**config.mk**
```make
export PLATFORM = sky130hd
export DESIGN_NAME = hamming_enc_engine
export DESIGN_NICKNAME = d
export VERILOG_FILES = /design/src/rtl/hamming_pkg.sv /design/src/rtl/hamming_enc_core.sv /design/src/rtl/hamming_enc_engine.sv
export SDC_FILE = /design/constraint.sdc
export NUM_CORES = 1
export LEC_CHECK = 0
export BUFFER_PORTS_ARGS = -buffer_cell sky130_fd_sc_hd__buf_2
export CAP_MARGIN = 5
export CORE_MARGIN = 4
export CORE_UTILIZATION = 58
export CTS_BUF_LIST = sky130_fd_sc_hd__clkbuf_4
export DETAILED_ROUTE_END_ITERATION = 6
export GPL_TIMING_DRIVEN = 0
export PLACE_DENSITY_LB_ADDON = 0.25
export SYNTH_ARGS = -nofsm -noshare
export SYNTH_HDL_FRONTEND = slang
export SYNTH_SLANG_ARGS = --single-unit
```
**constraint.sdc**
```tcl
create_clock -name clk -period 1.8 [get_ports clk]
set_input_delay 0.18 -clock clk [delete_from_list [all_inputs] [get_ports clk]]
set_output_delay 0.18 -clock clk [all_outputs]
set_load 0.1 [all_outputs]
```
**src/rtl/hamming_pkg.sv**
```systemverilog
// Shared Hamming(16,11) SECDED definitions: FSM states, default memory map, encoder.
package hamming_pkg;

  localparam int unsigned ENC_N_WORDS  = 15;
  localparam int unsigned ENC_IN_BASE  = 0;
  localparam int unsigned ENC_OUT_BASE = 30;

  typedef enum logic [2:0] {
    S_IDLE,
    S_RD_LO,
    S_RD_HI,
    S_CAP,
    S_ENC,
    S_WR_LO,
    S_WR_HI,
    S_DONE
  } enc_state_e;

  // Codeword = {d[11:5], p8, d[4:2], p4, d[1], p2, p1, p0}, even overall parity in p0.
  function automatic logic [15:0] hamming_encode(input logic [11:1] d);
    logic p8, p4, p2, p1, p0;
    p8 = ^d[11:5];
    p4 = ^{d[11:8], d[4:2]};
    p2 = ^{d[11], d[10], d[7], d[6], d[4], d[3], d[1]};
    p1 = ^{d[11], d[9], d[7], d[5], d[4], d[2], d[1]};
    p0 = ^{d, p8, p4, p2, p1};
    return {d[11:5], p8, d[4:2], p4, d[1], p2, p1, p0};
  endfunction

endpackage

```
**src/rtl/hamming_enc_core.sv**
```systemverilog
// Combinational 11-bit message to 16-bit SECDED codeword encoder.
module hamming_enc_core
  import hamming_pkg::*;
(
  input  logic [11:1] i_d,
  output logic [15:0] o_cw
);

  assign o_cw = hamming_encode(i_d);

endmodule

```
**src/rtl/hamming_enc_engine.sv**
```systemverilog
// Memory-walking Hamming(16,11) encoder: reads N_WORDS messages, writes codewords back.
module hamming_enc_engine
  import hamming_pkg::*;
#(
  parameter int unsigned N_WORDS  = ENC_N_WORDS,
  parameter int unsigned IN_BASE  = ENC_IN_BASE,
  parameter int unsigned OUT_BASE = ENC_OUT_BASE,
  parameter int unsigned AW       = 8
) (
  input  logic          clk,
  input  logic          reset_n,
  input  logic          start,
  output logic          busy,
  output logic          done,
  output logic [AW-1:0] mem_addr,
  output logic          mem_rd_en,
  input  logic [7:0]    mem_rdata,
  output logic          mem_wr_en,
  output logic [7:0]    mem_wdata
);

  localparam int unsigned IW = (N_WORDS > 1) ? $clog2(N_WORDS) : 1;
  localparam logic [IW-1:0] LAST_IDX = IW'(N_WORDS - 1);

  enc_state_e    r_state, w_next;
  logic [IW-1:0] r_idx;
  logic [7:0]    r_lo;
  logic [2:0]    r_hi;
  logic [15:0]   r_cw;
  logic [15:0]   w_cw;
  logic [AW-1:0] w_ofs;
  logic [AW-1:0] w_rd_base;
  logic [AW-1:0] w_wr_base;
  logic          w_unused_hi;

  // hi byte bits [7:3] carry no message data
  assign w_unused_hi = ^mem_rdata[7:3];

  assign w_ofs     = AW'({r_idx, 1'b0});
  assign w_rd_base = AW'(IN_BASE) + w_ofs;
  assign w_wr_base = AW'(OUT_BASE) + w_ofs;

  hamming_enc_core u_core (
    .i_d  ({r_hi, r_lo}),
    .o_cw (w_cw)
  );

  // State register
  always_ff @(posedge clk or negedge reset_n) begin
    if (!reset_n) r_state <= S_IDLE;
    else          r_state <= w_next;
  end

  // Next state and memory-port outputs, all decoded from the current state
  always_comb begin
    w_next    = r_state;
    busy      = 1'b0;
    done      = 1'b0;
    mem_addr  = '0;
    mem_rd_en = 1'b0;
    mem_wr_en = 1'b0;
    mem_wdata = '0;
    case (r_state)
      S_IDLE: if (start) w_next = S_RD_LO;
      S_RD_LO: begin
        busy      = 1'b1;
        mem_addr  = w_rd_base;
        mem_rd_en = 1'b1;
        w_next    = S_RD_HI;
      end
      S_RD_HI: begin
        busy      = 1'b1;
        mem_addr  = w_rd_base + AW'(1);
        mem_rd_en = 1'b1;
        w_next    = S_CAP;
      end
      S_CAP: begin
        busy   = 1'b1;
        w_next = S_ENC;
      end
      S_ENC: begin
        busy   = 1'b1;
        w_next = S_WR_LO;
      end
      S_WR_LO: begin
        busy      = 1'b1;
        mem_addr  = w_wr_base;
        mem_wr_en = 1'b1;
        mem_wdata = r_cw[7:0];
        w_next    = S_WR_HI;
      end
      S_WR_HI: begin
        busy      = 1'b1;
        mem_addr  = w_wr_base + AW'(1);
        mem_wr_en = 1'b1;
        mem_wdata = r_cw[15:8];
        w_next    = (r_idx == LAST_IDX) ? S_DONE : S_RD_LO;
      end
      S_DONE: begin
        done = 1'b1;
        if (start) w_next = S_RD_LO;
      end
      default: w_next = S_IDLE;
    endcase
  end

  // Word index, captured message bytes and registered codeword
  always_ff @(posedge clk or negedge reset_n) begin
    if (!reset_n) begin
      r_idx <= '0;
      r_lo  <= '0;
      r_hi  <= '0;
      r_cw  <= '0;
    end else begin
      case (r_state)
        S_IDLE, S_DONE: if (start) r_idx <= '0;
        S_RD_HI:        r_lo <= mem_rdata;
        S_CAP:          r_hi <= mem_rdata[2:0];
        S_ENC:          r_cw <= w_cw;
        S_WR_HI:        if (r_idx != LAST_IDX) r_idx <= r_idx + IW'(1);
        default:        ;
      endcase
    end
  end

endmodule

```
* Word-level counts from Yosys, hierarchy flattened *
Index checks and enable logic that the tools add are counted.

word-level totals
  flip-flop bits (word level) = 34
  input bits = 11
  output and inout bits = 20

operators by class
  add/sub/neg operators = 4
  eq/ne operators = 11
  multiplexer cells = 12
  reduce and logical (&&, ||, !) cells = 12

operators with widths
  kind                                                  number
  case mux 7 bit (4 select lines)                       1
  XOR reduction 7 bit                                   4
  case mux 3 bit (7 select lines)                       1
  case mux 8 bit (2 select lines)                       1
  XOR reduction 15 bit                                  1
  equality test 3 bit (second input constant)           4
  2-to-1 mux 4 bit                                      2
  case mux 4 bit (2 select lines)                       1
  adder 6 x 1 -> 7 bit (second input constant)          1
  adder 5 x 1 -> 6 bit (second input constant)          1
  adder 5 x 5 -> 6 bit (first input constant)           1
  equality test 3 x 2 -> 1 bit (second input constant)  2
  2-to-1 mux 3 bit                                      2
  OR reduction 2 bit                                    3
  OR reduction 6 bit                                    1
  adder 4 x 1 -> 4 bit (second input constant)          1
  equality test 4 bit (second input constant)           1
  2-to-1 mux 1 bit                                      4
  != test 4 bit (second input constant)                 1
  equality test 3 x 1 -> 1 bit (second input constant)  1
  logical NOT 3 bit                                     1
  AND reduction 3 bit                                   1
  != test 2 x 1 -> 1 bit (second input constant)        1
  != test 2 bit (second input constant)                 1
  nonzero test 2 bit                                    1

* Depth between registers and ports, before layout *
  depth in word-level cells = 4
  gate-level depth with buffers = 6

* Modules after synthesis *
Synthesis repeated with hierarchy kept, for this count alone.

unflattened totals
  cells, all modules = 173
  area total of the unflattened synthesis = 1974.4 sq um

by module, submodules not included
  module              times used  cells each  area each (sq um)  sequential area each (sq um)
  hamming_enc_engine  1           144         1705.4             850.8
  hamming_enc_core    1           29          269.0              0.0

* Worst setup path after synthesis *
OpenSTA, ideal clock, no wires.

  path kind = register -> output
  from = register r_state[1]
  to = output mem_addr[5]
  arrival time = 4694 ps
  data required time = 1620 ps
  setup slack = -3074 ps
  cell stages (with the launch flop) = 7
  buffers on the path = 2
  cell sequence = dfrtp_1 buf_2 nor2b_1 clkbuf_1 nor2_1 nor2b_1 a21boi_0

between the ends
  word-level cells in the longest chain between the ends = 2

RTL lines
  item                                               RTL line                  RTL
  from (decl)                                        hamming_enc_engine.sv:25  enc_state_e r_state, w_next;
  from (signal assigned)                             hamming_enc_engine.sv:51  else r_state <= w_next;
  equality test 3 bit, or another cell as far along  hamming_enc_engine.sv:63  case (r_state)
  case mux 7 bit (4 select lines) *                  hamming_enc_engine.sv:63
  to (decl)                                          hamming_enc_engine.sv:15  output logic [AW-1:0] mem_addr,

Mark *: on every way between the ends. The rest lies on a longest branch, timed or not.

* Final worst setup path *
  from = register r_state[0]
  to = output mem_addr[5]

The elaborated chain is that of the path after synthesis.

==> key figures <==
STA
  – Worst Max-Slew Pin Slew: 761 ps
  – Final setup viols: 26
  – Final number of max-transition violations: 0
  – F_max: 479 MHz
  – Clock period minus worst slack: 2090 ps
  – RSZ-0062 raised after global routing: true
  – Hold_ws: 66.7 ps
  – Setup ws final: -288 ps
  – Share of the clock period used by the worst path: 116%
  – Clock Skew: 17.7 ps
  – Slew margin rel.: 49.3%
  – Hold Vio Cnt, Final: 0
  – Setup_tns: -2820 ps

Route
  – Detailed-route wire length per cell: 23.6 um
  – Detailed-route via count: 1722
  – DRC errors left: 0
  – Initial DRC Count: 242
  – Final wirelength: 6430 um
  – Via-to-Cell Ratio: 6.33
  – Antenna viol nets, final: 0
  – Drt pass-1 iters: 5

Floorplanning
  – Die area: 4150 sq um
  – # IOs: 31
  – Die X-Extent: 64.4 um
  – Num rows: 20
  – Core area: 3050 sq um
  – Die H: 64.4 um
  – Starting Density: 60.5%

Clocking
  – Root Buffer: clkbuf_4
  – Clk buf depth: 2
  – Worst-Skew Late Latency: 350 ps
  – H-tree depth: 2
  – CTS clock-pin slew for the worst setup and hold paths: 120 ps
  – Sink Count: 34
  – CTS Buf Count: 5
  – CTS tree: built

Critical path
  – Kind of critical path: flip-flop to output pin
  – Reg2Reg Depth: 5
  – Crit. End Element: output pin
  – Crit path max fanout: 6
  – Critical path startpoint category: flip-flop
  – Worst Path Required: 1620 ps
  – WP data arrival: 1910 ps

Layout
  – Ant. Diodes: 0
  – Final net count: 242
  – Multi-input logic area: 1130 sq um
  – Area grow syn2layout: 50.6%
  – FF/Latch Area: 853 sq um
  – Share of cells above drive strength 1: 53.9%
  – Post-route insts no fill: 272
  – Number of fill cells in the layout: 105

Synthesis
  – Mapped Area: 1850 sq um
  – Number of synthesized flops with an enable pin: 0
  – Top-area cell type share of the netlist area: 46.1%
  – Synthesized area per cell: 10.7 sq um
  – Ys flop type: dfrtp_1
  – Post-Syn Instances: 173
  – Cell variety after synth: 29
  – Main area contributors after synthesis: dfrtp_1 (46%), mux2_2 (14%), xnor2_1 (8.5%), nor2b_1 (4.1%), a22oi_1 (3.3%)
  – FF+latch count, synth: 34
  – Commonest cells post-synth: dfrtp_1 (34), mux2_2 (23), xnor2_1 (18)
  – Ys async rst share: 100%
  – Top-count cell post-synth: dfrtp_1
  – Synth warnings: 0
  – Area leader, netlist: dfrtp_1
  – Sequential element share of the synthesized area: 46.1%

Flow run
  – Max_cap viols: 0

Place
  – HPWL after DPL: 2770 um
  – Port-buffer cells: 28
  – Placed instance count: 246
  – DP Worst Slack: -14.6 ps
  – Routability-driven placement congestion ratio: 0.814

Global route
  – Gr ovfl total: 0
  – Largest net degree at the start of global routing: 35
  – First-pass GRT wire length: 7400 um
  – Number of global-route vias before repair: 1529
  – Initial antenna violation count: 0
  – Tot GR Track Use: 24.1%

Run status
  – Status: finished, violations left
  – Failing checks: setup timing

Worst hold path
  – WHS Path Cells: 2
  – Hold Crit Class: input port to flip-flop
routing by layer:
metal	track usage, %	vias to the layer above	share of wire (%)
met5	0	-	0
met4	11.3	0	7.3
met3	5.03	46	8.6
met2	45.4	138	48
met1	25.5	847	36
li1	-	691	-
registers in the layout, summed over array words and instances (netlist names):
| signal | cells |
|---|---|
| r_cw | 16 |
| r_hi | 3 |
| r_idx | 4 |
| r_lo | 8 |
| r_state | 3 |
timing repair:
action | 4_1_cts | 5_1_grt
pin swaps | 7 | 4
buffers inserted | 8 | 11
hold buffers | 1 | 0
setup endpoints to repair | 19 | 22
resized for setup | 67 | 29
hold endpoints to repair | 34 | 0
worst max-delay path, cell delays in order (launching register included):
cell and delay, ps:
dfrtp_1 430, buf_6 150, nor2b_4 260, nor2_4 110, nor2b_4 160, a21boi_4 240
buf_12 200
cell usage in the layout, fill, tap and decap left out, drive strengths merged, types with 2 or more instances in the layout:
master	instances
a22oi	8
nor2	15
dfrtp	34
nand3	6
xnor2	18
conb	2
a21oi	4
buf	53
mux2	23
nor2b	12
and3	2
inv	4
xor3	2
o21ai	9
nand2	8
clkbuf	11
ha	3
xor2	3
final cells by class:
| class | count | area share (%) |
|---|---|---|
| timing repair buffer | 48 | 19.3 |
| buffer | 12 | 4.09 |
| sequential | 34 | 30.7 |
| tap | 44 | 1.98 |
| clock buffer | 5 | 1.35 |
| multi-input combinational | 123 | 40.8 |
| clock inverter | 2 | 1.21 |
| inverter | 4 | 0.540 |
path summary, 6_finish.rpt:
| path | endpoint | from | slack [ps] |
|---|---|---|---|
| max in group asynchronous | r_idx[1]$_DFFE_PN0P_ | reset_n | 830 |
| max | mem_addr[5] | r_state[0]$_DFFE_PN0P_ | -290 |
| min | r_lo[4]$_DFFE_PN0P_ | mem_rdata[4] | 70 |
| min in group asynchronous | r_idx[3]$_DFFE_PN0P_ | reset_n | 440 |
| max reg2reg | r_lo[0]$_DFFE_PN0P_ | r_state[0]$_DFFE_PN0P_ | -40 |
| min reg2reg | r_cw[7]$_DFFE_PN0P_ | r_cw[7]$_DFFE_PN0P_ | 540 |
cell families after synthesis:
group                    Yosys count  share of synthesized area (%)
other                              1                          0.203
adder cells (fa/ha/maj)            3                           2.03
buffers and inverters             17                           4.13
AO/OA/AOI/OAI                     26                           8.81
XOR/XNOR                          23                           12.6
AND/OR/NAND/NOR                   46                           12.1
multiplexers                      23                           14.0
flip-flops                        34                           46.1
through the flow:
stage	util [%]	area (sq um)
2_1_floorplan	-	2020
3_3_place_gp	72.4	2210
3_5_place_dp	72.4	2210
4_1_cts	85.2	2600
5_1_grt	91.1	2780
6_report	91.1	2780
Power is left out: the tool's default activity adds up to more than one toggle a clock period on the data nets, which glitch-free logic cannot reach.
